File: src/rtl/router_pkg.sv
// Shared ring-router definitions: packet geometry and header layout.
package router_pkg;

    localparam int unsigned PKT_W       = 64;
    localparam int unsigned PKT_VC_BIT  = 63;
    localparam int unsigned PKT_DIR_BIT = 62;
    localparam int unsigned HOP_LSB     = 0;
    localparam int unsigned HOP_W       = 8;
    localparam int unsigned SRC_LSB     = 8;
    localparam int unsigned SRC_W       = 8;

    typedef struct packed {
        logic              vc;
        logic              dir;
        logic [45:0]       payload;
        logic [SRC_W-1:0]  src;
        logic [HOP_W-1:0]  hop;
    } pkt_t;

endpackage

File: src/rtl/lp_vc_buf.sv
// Single-entry packet buffer for one virtual channel; a write wins over a clear.
module lp_vc_buf
    import router_pkg::*;
#(
    parameter int unsigned W = PKT_W
) (
    input  logic         clk,
    input  logic         rst_n,
    input  logic         wr,
    input  logic [W-1:0] wr_data,
    input  logic         clr,
    output logic         vld,
    output logic [W-1:0] data
);

    logic         vld_q, vld_d;
    logic [W-1:0] data_q, data_d;

    always_comb begin
        vld_d  = vld_q;
        data_d = data_q;
        if (wr) begin
            vld_d  = 1'b1;
            data_d = wr_data;
        end else if (clr) begin
            vld_d  = 1'b0;
        end
    end

    always_ff @(posedge clk or negedge rst_n) begin
        if (!rst_n) begin
            vld_q  <= 1'b0;
            data_q <= '0;
        end else begin
            vld_q  <= vld_d;
            data_q <= data_d;
        end
    end

    assign vld  = vld_q;
    assign data = data_q;

endmodule

File: src/rtl/router_local_port.sv
// PE-facing ring router port: polarity generator, two-VC injection and ejection buffers.
// Define LOCAL_PORT_STATS_EN to add saturating inj_cnt/ej_cnt packet counters.
module router_local_port
    import router_pkg::*;
#(
    parameter int unsigned DATA_W  = PKT_W,
    parameter int unsigned VC_BIT  = PKT_VC_BIT,
    parameter int unsigned DIR_BIT = PKT_DIR_BIT
) (
    input  logic              clk,
    input  logic              reset,
`ifdef LOCAL_PORT_STATS_EN
    output logic [15:0]       inj_cnt,
    output logic [15:0]       ej_cnt,
`endif
    output logic              net_polarity,
    input  logic              net_so,
    output logic              net_ro,
    input  logic [DATA_W-1:0] net_do,
    output logic              net_si,
    input  logic              net_ri,
    output logic [DATA_W-1:0] net_di,
    output logic              cw_so,
    output logic              ccw_so,
    input  logic              cw_ro,
    input  logic              ccw_ro,
    output logic [DATA_W-1:0] cw_do,
    output logic [DATA_W-1:0] ccw_do,
    input  logic              ej_cw_si,
    input  logic              ej_ccw_si,
    input  logic [DATA_W-1:0] ej_cw_di,
    input  logic [DATA_W-1:0] ej_ccw_di,
    output logic              ej_cw_gnt,
    output logic              ej_ccw_gnt
);

    logic pol_q, pol_d;
    logic rr_q, rr_d;

    logic [1:0]        inj_wr, inj_clr, inj_vld;
    logic [1:0]        ej_wr, ej_clr, ej_vld;
    logic [DATA_W-1:0] inj_wdata, ej_wdata;
    logic [DATA_W-1:0] inj_data [2];
    logic [DATA_W-1:0] ej_data [2];
    logic              fwd_vld, fwd_fire, ri_int;
    logic [DATA_W-1:0] fwd_data;

    for (genvar i = 0; i < 2; i++) begin : g_vc
        lp_vc_buf #(.W(DATA_W)) u_inj (
            .clk     (clk),
            .rst_n   (reset),
            .wr      (inj_wr[i]),
            .wr_data (inj_wdata),
            .clr     (inj_clr[i]),
            .vld     (inj_vld[i]),
            .data    (inj_data[i])
        );
        lp_vc_buf #(.W(DATA_W)) u_ej (
            .clk     (clk),
            .rst_n   (reset),
            .wr      (ej_wr[i]),
            .wr_data (ej_wdata),
            .clr     (ej_clr[i]),
            .vld     (ej_vld[i]),
            .data    (ej_data[i])
        );
    end

    // Accepts always target VC[pol]; forwarding/delivery always drain VC[~pol].
    always_comb begin
        pol_d  = ~pol_q;

        net_ro            = ~inj_vld[pol_q];
        inj_wdata         = net_do;
        inj_wdata[VC_BIT] = pol_q;
        inj_wr            = '0;
        inj_wr[pol_q]     = net_so & net_ro;

        fwd_vld        = inj_vld[~pol_q];
        fwd_data       = inj_data[~pol_q];
        cw_so          = fwd_vld & ~fwd_data[DIR_BIT];
        ccw_so         = fwd_vld &  fwd_data[DIR_BIT];
        cw_do          = fwd_data;
        ccw_do         = fwd_data;
        fwd_fire       = (cw_so & cw_ro) | (ccw_so & ccw_ro);
        inj_clr        = '0;
        inj_clr[~pol_q] = fwd_fire;

        ri_int        = ~ej_vld[pol_q];
        ej_cw_gnt     = ej_cw_si  & ri_int & (~ej_ccw_si | ~rr_q);
        ej_ccw_gnt    = ej_ccw_si & ri_int & (~ej_cw_si  |  rr_q);
        ej_wdata      = ej_cw_gnt ? ej_cw_di : ej_ccw_di;
        ej_wr         = '0;
        ej_wr[pol_q]  = ej_cw_gnt | ej_ccw_gnt;
        rr_d          = rr_q ^ (ej_cw_si & ej_ccw_si & ri_int);

        net_si         = ej_vld[~pol_q] & net_ri;
        net_di         = ej_data[~pol_q];
        ej_clr         = '0;
        ej_clr[~pol_q] = net_si;
    end

    always_ff @(posedge clk or negedge reset) begin
        if (!reset) begin
            pol_q <= 1'b0;
            rr_q  <= 1'b0;
        end else begin
            pol_q <= pol_d;
            rr_q  <= rr_d;
        end
    end

    assign net_polarity = pol_q;

`ifdef LOCAL_PORT_STATS_EN
    logic [15:0] inj_cnt_q, inj_cnt_d;
    logic [15:0] ej_cnt_q, ej_cnt_d;

    always_comb begin
        inj_cnt_d = inj_cnt_q;
        ej_cnt_d  = ej_cnt_q;
        if (fwd_fire && inj_cnt_q != 16'hFFFF) inj_cnt_d = inj_cnt_q + 16'd1;
        if (net_si && ej_cnt_q != 16'hFFFF)    ej_cnt_d  = ej_cnt_q + 16'd1;
    end

    always_ff @(posedge clk or negedge reset) begin
        if (!reset) begin
            inj_cnt_q <= '0;
            ej_cnt_q  <= '0;
        end else begin
            inj_cnt_q <= inj_cnt_d;
            ej_cnt_q  <= ej_cnt_d;
        end
    end

    assign inj_cnt = inj_cnt_q;
    assign ej_cnt  = ej_cnt_q;
`endif

endmodule
File: config.mk
export PLATFORM = sky130hd
export DESIGN_NAME = router_local_port
export DESIGN_NICKNAME = d
export VERILOG_FILES = /design/src/rtl/router_pkg.sv /design/src/rtl/lp_vc_buf.sv /design/src/rtl/router_local_port.sv
export SDC_FILE = /design/constraint.sdc
export NUM_CORES = 1
export LEC_CHECK = 0
export ABC_AREA = 1
export CORE_MARGIN = 4
export CORE_UTILIZATION = 34
export CTS_BUF_LIST = sky130_fd_sc_hd__clkbuf_8 sky130_fd_sc_hd__clkbuf_16
export DETAILED_ROUTE_END_ITERATION = 6
export GPL_ROUTABILITY_DRIVEN = 0
export GPL_TIMING_DRIVEN = 0
export PLACE_DENSITY = 0.61
export SYNTH_ARGS = -nofsm -noshare
export SYNTH_HDL_FRONTEND = slang
export SYNTH_SLANG_ARGS = --single-unit
export TNS_END_PERCENT = 1
File: constraint.sdc
create_clock -name clk -period 1.7 [get_ports clk]
set_input_delay 0.425 -clock clk [delete_from_list [all_inputs] [get_ports clk]]
set_output_delay 0.425 -clock clk [all_outputs]
set_load 0.05 [all_outputs]
==> results of run 1 <==
## synth_stat cells
library cell / instances / area [um2]
nand2_1: 1036 / 3890
dfrtp_1: 262 / 6560
o21ai_0: 125 / 626
inv_1: 76 / 285
buf_4: 66 / 495
nand4_1: 64 / 400
buf_2: 58 / 290
clkbuf_1: 43 / 161
nor2_1: 7 / 26.3
buf_1: 6 / 22.5
o21ai_1: 6 / 30.0
a21oi_1: 4 / 20.0
nand3_1: 3 / 15.0
a21oi_4: 2 / 32.5
a21boi_0: 1 / 7.51
buf_6: 1 / 11.3
inv_2: 1 / 3.75
inv_4: 1 / 6.26
nand2_2: 1 / 6.26
nand4_4: 1 / 21.3
nor3_2: 1 / 10.0
xor2_1: 1 / 8.76
## power by group through the flow
stage | clock [W] | combinational [W] | sequential [W]
final | 0.00592 | 0.0252 | 0.0108
after global routing | 0.00635 | 0.0267 | 0.0111
after CTS | 0.00608 | 0.0234 | 0.0107
after detailed placement | 0 | 0.0227 | 0.0107
after global placement | 0 | 0.0225 | 0.0106
after floorplan | 0 | 0.0161 | 0.0103
## critical path, cell delays in order, from the launching register on
cell and delay, ps:
dfrtp_2 420, buf_12 150, buf_12 140, clkbuf_16 180
buf_12 160, nand2_2 80, nand2_4 70, buf_8 120
buf_8 140
## through the flow
| stage | TNS, ps | std cells |
|---|---|---|
| 2_1_floorplan | -33250 | 1766 |
| 3_3_place_gp | -3272230 | 2674 |
| 3_5_place_dp | -319470 | 2676 |
| 4_1_cts | -211570 | 2737 |
| 5_1_grt | -183730 | 2738 |
| 6_report | -146910 | 2738 |
## worst paths after layout
| path | cells after the start | start | endpoint |
|---|---|---|---|
| setup / recovery | 8 | net_polarity | cw_do[40] |
| hold / removal | 2 | reset | g_vc[1].u_inj.data[15] |
| setup reg to reg | 9 | net_polarity | g_vc[0].u_ej.data[47] |
| hold reg to reg | 2 | g_vc[1].u_ej.data[13] | g_vc[1].u_ej.data[13] |
| max in group asynchronous | 3 | reset | g_vc[0].u_ej.data[17] |
| min in group clk | 3 | net_do[53] | g_vc[1].u_inj.data[53] |
## metal layers
metal | track usage (%) | wire (um)
met4 | 4.83 | 957
met5 | 0 | 84
met1 | 28.9 | 19600
met3 | 5.78 | 3660
met2 | 36.8 | 22200
## state kept, by name, summed over array words and instances, names as in the netlist
name	flops
g_vc.u_ej.data	128
net_polarity	1
g_vc.u_ej.vld	2
g_vc.u_inj.data	128
rr_q	1
g_vc.u_inj.vld	2
## what timing repair did
action,4_1_cts,5_1_grt
hold endpoints to repair,40,0
gates cloned,5,0
gates resized for setup,1383,389
endpoints found under the setup margin,433,456
pin swaps,7,8
hold buffers,1,0
setup buffers,7,0
## cells by family (layout without fill, tap and decap cells)
kind of cell              Yosys count  in the layout  share of synthesized area, %
AOI/OAI and AO/OA                 138            138                          5.54
xor gates and xnor gates            1              1                        0.0678
buffers and inverters             252            712                          9.87
DFF                               262            262                          50.7
other                               0              1                             0
and+or+nand+nor                  1113           1113                          33.8
## layout make-up
cell class | count | area share, %
antenna | 1 | 0.0118
buffer | 174 | 9.02
clock buffer | 34 | 3.76
clock inverter | 14 | 0.402
inverter | 78 | 1.49
multi-input combinational | 1252 | 28.3
sequential | 262 | 31.0
tap | 511 | 3.02
timing repair buffer | 412 | 23.0
==> summary.txt, run 1 <==
Core area - 37600 um2
Headroom to the max-slew limit - 51.2%
Crit end category - primary output
Setup slack, reg-to-reg - -190 ps
First-pass GRT wire length - 72300 um
Worst min path class - input port to asynchronous set/reset pin
CTS buffer count - 29
YS warnings - 0
RSZ-0062 raised after global routing - yes
Power share of the sequential group - 25.7%
Vias - 12700
Vias in the first global route - 12700
P_sw - 0.0191 W
Synth cell types - 22
DR WL/cell - 17.0 um
Final period util - 144%
Dpl cell area - 18700 um2
CTS Root Cell - clkbuf_16
DR vias/cell - 4.65
Final WS setup - -751 ps
Largest net degree at the start of global routing - 117
Leakage - 10.7 nW
Max clock buf depth - 3
Minimum clock period - 2450 ps
Sequential element share of the synthesized area - 50.7%
Final Power - 0.0419 W
Netlist Area Pre-Place - 12900 um2
Initial antenna violation count - 8
CTS tree - yes
Clk_skew - 8.36 ps
Chip Width - 203 um
Final core occ - 56.3%
Area grow syn2layout - 63.6%
PortBufs - 397
Pwr Density - 1980 nW/um2
Part of the power in the clock network - 14.1%
Status - finished, violations left
Ports - 399
Pre-Repair DR Iteration Count - 4
Max-Cap Viols - 0
Post-Route WL - 46500 um
Commonest non-fill, non-tap cell in the layout - nand2_1
GR Overflow Total - 0
DRC Markers - 0
Crit path kind - flop to primary output
Max-slew violations - 0
Fraction of power spent switching nets - 45.6%
H-tree levels - 1
DPL Wire Length - 33900 um
DRT antenna net count - 0
Setup Viol. Count Final - 417
Internal power - 0.0228 W
Post-route cell area - 21100 um2
Worst skew pair latency - 540 ps
GRT Util Overall - 22.0%
Combinational power share - 60.1%
Die Y - 203 um
Core Rows - 71
Post-Synthesis Cells - 1766
Layout cell share with drive strength beyond 1 - 26.6%
Area of the multi-input gates - 5970 um2
Achievable Freq - 408 MHz
Final net count - 2409
Worst Setup Start Kind - flop
Filler Cell Count - 3492
Sequential Area - 6560 um2
Drt initial violations - 635
Worst vdd ir - 1010 uV
Num Clock Sinks - 262
Net Count, Synth - 1966
Failing checks - negative setup slack
Worst slack, placed - -1280 ps
Most frequent cells in the layout - 867 x nand2_1, 261 x dfrtp_1, 197 x clkdlybuf4s50_1, 143 x buf_6, 136 x buf_8
Clk pin slew, worst setup/hold paths - 60 ps
Total die area - 41200 um2
WP data arrival - 2030 ps
Mean Syn Cell Area - 7.32 um2
Starting density of the core - 34.4%
Min Hold Slack - 376 ps
CP required - 1270 ps
Critical-path maximum fanout - 10
Hold Vio Cnt, Final - 0
Synth Register Bits - 262
Slew at the pin closest to its max-slew limit - 732 ps
Note: power is estimated with default switching activity, not from simulation.
==> run 2: changes to the inputs <==
- ABC_CLOCK_PERIOD_IN_PS: default -> 1700
- CORE_UTILIZATION: 34 -> 43
- PLACE_DENSITY: 0.61 -> 0.75
- SLEW_MARGIN: default -> 30
==> run 2 against run 1 <==
Final cell count is 4.3% lower. Largest power group unchanged. Via count increased by 2.3%. The flow still finishes with violations (negative setup slack). Clock skew grew 1.2 ps. Clock-buffer cell count increased by 3. Setup slack better by 31 ps. Critical endpoint is now cw_do[59]. Register-to-register slack lost 40 ps. Final area is 0.88% lower. Sequential share of layout area grew 0.28 points. Routed wire length shrank 3.3%.
==> summary.txt, run 2 (synthesis results as in run 1) <==
Core Rows - 63 (was 71)
Post-route cell area - 21000 um2 (was 21100 um2)
Vias - 13000 (was 12700)
Min Hold Slack - 278 ps (was 376 ps)
Starting density of the core - 43.6% (was 34.4%)
Headroom to the max-slew limit - 62.4% (was 51.2%)
Clk_skew - 9.54 ps (was 8.36 ps)
Final period util - 142% (was 144%)
CP peak stage delay - 420 ps (about the same)
Pwr Density - 1990 nW/um2 (was 1980 nW/um2)
Worst Setup Start Kind - flop (unchanged)
Worst min path class - input port to asynchronous set/reset pin (unchanged)
Crit end category - primary output (unchanged)
Num Clock Sinks - 262 (unchanged)
Commonest non-fill, non-tap cell in the layout - nand2_1 (unchanged)
Drt initial violations - 769 (was 635)
Total die area - 32900 um2 (was 41200 um2)
DPL Wire Length - 32200 um (was 33900 um)
CTS tree - yes (unchanged)
Max clock buf depth - 3 (unchanged)
Max-slew violations - 0 (unchanged)
DR WL/cell - 17.2 um (was 17.0 um)
Critical-path maximum fanout - 7 (was 10)
GR Overflow Total - 0 (unchanged)
CTS buffer count - 28 (was 29)
Hold Vio Cnt, Final - 0 (unchanged)
PortBufs - 397 (unchanged)
Worst slack, placed - -1230 ps (was -1280 ps)
CP required - 1270 ps (about the same)
Layout cell share with drive strength beyond 1 - 26.9% (was 26.6%)
GRT Util Overall - 25.7% (was 22.0%)
Dpl cell area - 18600 um2 (was 18700 um2)
Post-Route WL - 45000 um (was 46500 um)
Final core occ - 70.7% (was 56.3%)
CTS Root Cell - clkbuf_16 (unchanged)
First-pass GRT wire length - 68900 um (was 72300 um)
H-tree levels - 1 (unchanged)
Status - finished, violations left (unchanged)
Achievable Freq - 413 MHz (was 408 MHz)
DR vias/cell - 4.97 (was 4.65)
DRT antenna net count - 0 (unchanged)
Worst path slowest cell - dfrtp_2 (unchanged)
Setup TNS - -133600 ps (was -146910 ps)
Slew at the pin closest to its max-slew limit - 564 ps (was 732 ps)
Vias in the first global route - 12900 (was 12700)
Max-Cap Viols - 0 (unchanged)
Clk pin slew, worst setup/hold paths - 60 ps (about the same)
DRC Markers - 0 (unchanged)
Most frequent cells in the layout - 864 x nand2_1, 261 x dfrtp_1, 197 x clkdlybuf4s50_1, 137 x buf_8, 134 x buf_6 (was 867 x nand2_1, 261 x dfrtp_1, 197 x clkdlybuf4s50_1, 143 x buf_6, 136 x buf_8)
Failing checks - negative setup slack (unchanged)
Worst vdd ir - 1130 uV (was 1010 uV)
Die Y - 181 um (was 203 um)
Worst skew pair latency - 540 ps (about the same)
Leakage - 10.7 nW (about the same)
RSZ-0062 raised after global routing - yes (unchanged)
WP data arrival - 2000 ps (was 2030 ps)
Ports - 399 (unchanged)
Minimum clock period - 2420 ps (was 2450 ps)
Chip Width - 181 um (was 203 um)
Crit path kind - flop to primary output (unchanged)
Area grow syn2layout - 62.2% (was 63.6%)
Number of antenna diodes - 0 (was 1)
Largest net degree at the start of global routing - 90 (was 117)
Core area - 29600 um2 (was 37600 um2)
Final WS setup - -720 ps (was -751 ps)
Setup Viol. Count Final - 377 (was 417)
Final net count - 2410 (was 2409)
Crit-path cells - buf_12, buf_12, clkbuf_16, clkbuf_16, nand2_4, nand2_4, buf_8, buf_8 (was buf_12, buf_12, clkbuf_16, buf_12, nand2_2, nand2_4, buf_8, buf_8)
Pre-Repair DR Iteration Count - 5 (was 4)
Initial antenna violation count - 0 (was 8)
[run 2: cell count changes in the layout (fill, tap and decap cells not counted), moves of 5 or more]
| cell | before | now |
|---|---|---|
| buf_4 | 30 | 43 |
| buf_6 | 143 | 134 |
| clkbuf_8 | 7 | 12 |
| nand2_2 | 91 | 102 |
| nand2_4 | 79 | 71 |
| o21ai_1 | 11 | 6 |
[run 2: power breakdown]
group / internal [W] / total, W / switching (W)
Clock: 0.00340 / 0.00583 / 0.00243
Sequential: 0.00911 / 0.0108 / 0.00170
Combinational: 0.0101 / 0.0251 / 0.0150
[run 2: metal layers]
metal,vias up,GRT usage [%],routed length (um)
met5,-,0,0
met4,0,8.41,1450
met3,92,7.27,4430
met2,504,43.7,22100
met1,6161,31.9,17000
li1,6268,-,-
[run 2: layout make-up]
class                           instances  area, um2
Buffer                                174       1890
Clock buffer                           37        836
Clock inverter                         12       52.6
Fill cell                            2249       8680
Inverter                               78        320
Multi-Input combinational cell       1252       5950
Sequential cell                       262       6560
Tap cell                              390        488
Timing Repair Buffer                  414       4870
[run 2: path summary, 6_finish.rpt]
check	endpoint	cells past startpoint	startpoint	slack (ps)
max	cw_do[59]	8	net_polarity	-720
min	g_vc[1].u_ej.data[15]	2	reset	280
max reg2reg	g_vc[1].u_ej.data[55]	10	net_polarity	-230
min reg2reg	g_vc[0].u_ej.data[38]	2	g_vc[0].u_ej.data[38]	480
max in group asynchronous	g_vc[0].u_inj.data[60]	4	reset	340
min in group clk	g_vc[0].u_inj.data[52]	3	net_do[52]	460
[run 2: timing repair]
action | in CTS | in global routing
endpoints found under the hold margin | 85 | 0
buffers inserted | 4 | 0
setup endpoints to repair | 425 | 456
pin swaps | 0 | 7
hold buffers | 1 | 0
cloned | 2 | 7
gates resized for setup | 1347 | 407
[run 2: stage by stage]
stage          total power [W]  instances
2_1_floorplan           0.0264       1766
3_3_place_gp            0.0329       2553
6_report                0.0418       2619
4_1_cts                 0.0398       2612
5_1_grt                 0.0439       2619
3_5_place_dp            0.0333       2556
[run 2: worst max-delay path, delay by kind of cell, from the launching register on]
family / cells / cell delay [ps]
buffers and inverters: 6 / 910
DFF: 1 / 420
and+or+nand+nor: 2 / 120
==> run 3: changes to the inputs <==
- REMOVE_ABC_BUFFERS: default -> 1
==> run 3 against run 2 <==
The run still ends with negative setup slack left. Non-clock buffer count is 135 lower. Maximum frequency is 2.3% lower. Clock skew hardly changed. Critical path depth is 1 lower. Final area is 9.0% lower. Routed wire length is 0.40% lower. Combinational power is 16% lower. Largest cell class is now flip-flops and latches. Largest power group unchanged. Highest routed layer unchanged.
==> summary.txt, run 3 (synthesis results as in run 1) <==
GRT Util Overall - 25.5% (was 25.7%)
Hold Vio Cnt, Final - 0 (unchanged)
Final Power - 0.0377 W (was 0.0418 W)
Post-Route WL - 44800 um (was 45000 um)
Die Y - 181 um (unchanged)
First-pass GRT wire length - 67500 um (was 68900 um)
CTS Root Cell - clkbuf_16 (unchanged)
Slew at the pin closest to its max-slew limit - 752 ps (was 564 ps)
Worst path slowest cell - dfrtp_4 (was dfrtp_2)
RSZ-0062 raised after global routing - yes (unchanged)
Top delay family on crit path - buffers and inverters (unchanged)
Max clock buf depth - 3 (unchanged)
Critical-path maximum fanout - 33 (was 7)
Max-Cap Viols - 0 (unchanged)
Vias in the first global route - 12300 (was 12900)
Critical Path Most Common Cell - buf_12
CP Depth - 7 (was 8)
Leakage - 9.98 nW (was 10.7 nW)
Worst slack, placed - -2320 ps (was -1230 ps)
CP peak stage delay - 490 ps (was 420 ps)
Most frequent cells in the layout - 958 x nand2_1, 261 x dfrtp_1, 196 x clkdlybuf4s50_1, 127 x buf_6, 111 x o21ai_0 (was 864 x nand2_1, 261 x dfrtp_1, 197 x clkdlybuf4s50_1, 137 x buf_8, 134 x buf_6)
PortBufs - 397 (unchanged)
CTS tree - yes (unchanged)
Clk_skew - 9.77 ps (was 9.54 ps)
Num Clock Sinks - 262 (unchanged)
Total die area - 32900 um2 (unchanged)
Worst min path class - input port to asynchronous set/reset pin (unchanged)
Chip Width - 181 um (unchanged)
Crit-path cells - buf_12, buf_12, nand2_4, nand2_8, nand2_8, inv_4, buf_12 (was buf_12, buf_12, clkbuf_16, clkbuf_16, nand2_4, nand2_4, buf_8, buf_8)
H-tree levels - 1 (unchanged)
Setup Viol. Count Final - 422 (was 377)
Vias - 12700 (was 13000)
Post-route cell area - 19100 um2 (was 21000 um2)
Achievable Freq - 404 MHz (was 413 MHz)
Dpl cell area - 16900 um2 (was 18600 um2)
Worst Setup Start Kind - flop (unchanged)
Drt initial violations - 857 (was 769)
Failing checks - negative setup slack (unchanged)
Max-slew violations - 0 (unchanged)
DRT antenna net count - 0 (unchanged)
DPL Wire Length - 26500 um (was 32200 um)
Largest net degree at the start of global routing - 95 (was 90)
Crit end category - primary output (unchanged)
DR WL/cell - 18.0 um (was 17.2 um)
Final period util - 146% (was 142%)
Worst vdd ir - 1080 uV (was 1130 uV)
Initial antenna violation count - 3 (was 0)
Minimum clock period - 2480 ps (was 2420 ps)
Crit path buf inv count - 4 (was 6)
Worst skew pair latency - 540 ps (about the same)
Register-to-Register Path Depth - 10 (unchanged)
Core Rows - 63 (unchanged)
Min Hold Slack - 293 ps (was 278 ps)
CP required - 1270 ps (about the same)
Layout cell share with drive strength beyond 1 - 18.9% (was 26.9%)
WP data arrival - 2050 ps (was 2000 ps)
DRC Markers - 0 (unchanged)
Commonest non-fill, non-tap cell in the layout - nand2_1 (unchanged)
Final WS setup - -777 ps (was -720 ps)
Pwr Density - 1980 nW/um2 (was 1990 nW/um2)
Ports - 399 (unchanged)
Pre-Repair DR Iteration Count - 6 (was 5)
Crit path kind - flop to primary output (unchanged)
GR Overflow Total - 0 (unchanged)
Status - finished, violations left (unchanged)
Core area - 29600 um2 (unchanged)
Final net count - 2282 (was 2410)
Clk pin slew, worst setup/hold paths - 60 ps (about the same)
Area grow syn2layout - 47.6% (was 62.2%)
R2R Path End - g_vc[1].u_ej.data[12] (was g_vc[1].u_ej.data[55])
CTS buffer count - 28 (unchanged)
Starting density of the core - 43.6% (unchanged)
Setup slack, reg-to-reg - -680 ps (was -230 ps)
Headroom to the max-slew limit - 49.8% (was 62.4%)
FF-to-FF Start - net_polarity (unchanged)
DR vias/cell - 5.10 (was 4.97)
[run 3: cell types whose count changed in the layout (fill, tap and decap cells not counted), moves of 11 or more]
cell      change
o21ai_1      +12
nand2_2      -39
nand2_4      -60
buf_8       -108
clkbuf_1     -19
nand2_1      +94
buf_16       +11
[run 3: worst max-delay path by stage]
| stage | from | slack (ps) | endpoint |
|---|---|---|---|
| 3_3_place_gp | reset | -10800 | g_vc[0].u_inj.data[24] |
| 2_1_floorplan | net_polarity | -6040 | cw_so |
| 4_1_cts | net_polarity | -880 | ccw_do[37] |
| 5_1_grt | net_polarity | -850 | ej_cw_gnt |
| 3_5_place_dp | net_polarity | -2320 | ej_ccw_gnt |
| 6_report | net_polarity | -780 | ej_ccw_gnt |
[run 3: worst register-to-register path, stage by stage (launching register included)]
cell and delay (ps):
dfrtp_4 540, buf_12 170, buf_12 180, nand2_8 120
nand4_4 140, buf_4 280, a21oi_4 300, buf_16 200
buf_8 220, nand2_1 100, nand2_1 70
[run 3: metrics by stage]
| stage | TNS [ps] | util, % | instances |
|---|---|---|---|
| 2_1_floorplan | -1700050 | - | 1592 |
| 5_1_grt | -259190 | 64.4 | 2494 |
| 3_3_place_gp | -6086070 | 55.4 | 2379 |
| 6_report | -218690 | 64.4 | 2494 |
| 4_1_cts | -292170 | 60.7 | 2474 |
| 3_5_place_dp | -570290 | 57.0 | 2397 |
[run 3: repair_timing]
action                     in CTS  in global routing
cloned                         15                  5
pin swaps                       5                  7
setup endpoints to repair     460                458
hold endpoints to repair       57                  0
buffers inserted               12                 13
gates resized for setup      1087                505
hold buffers                    1                  0
[run 3: area by class of cell]
class / count / area, um2
Sequential cell: 262 / 6560
Tap cell: 390 / 488
Timing Repair inverter: 2 / 27.5
Inverter: 78 / 337
Clock inverter: 12 / 77.6
Timing Repair Buffer: 453 / 5210
Fill cell: 2465 / 10600
Antenna cell: 3 / 7.51
Multi-Input combinational cell: 1257 / 5530
Clock buffer: 37 / 836
[run 3: metal layers]
metal	GRT usage, %	wire length (um)
met5	0	0
met2	43.8	21800
met1	31.7	17300
met3	6.71	4160
met4	7.60	1490
[run 3: power by group]
part,switching [W],internal [W]
Sequential,0.00155,0.00911
Clock,0.00241,0.00355
Combinational,0.0140,0.00708
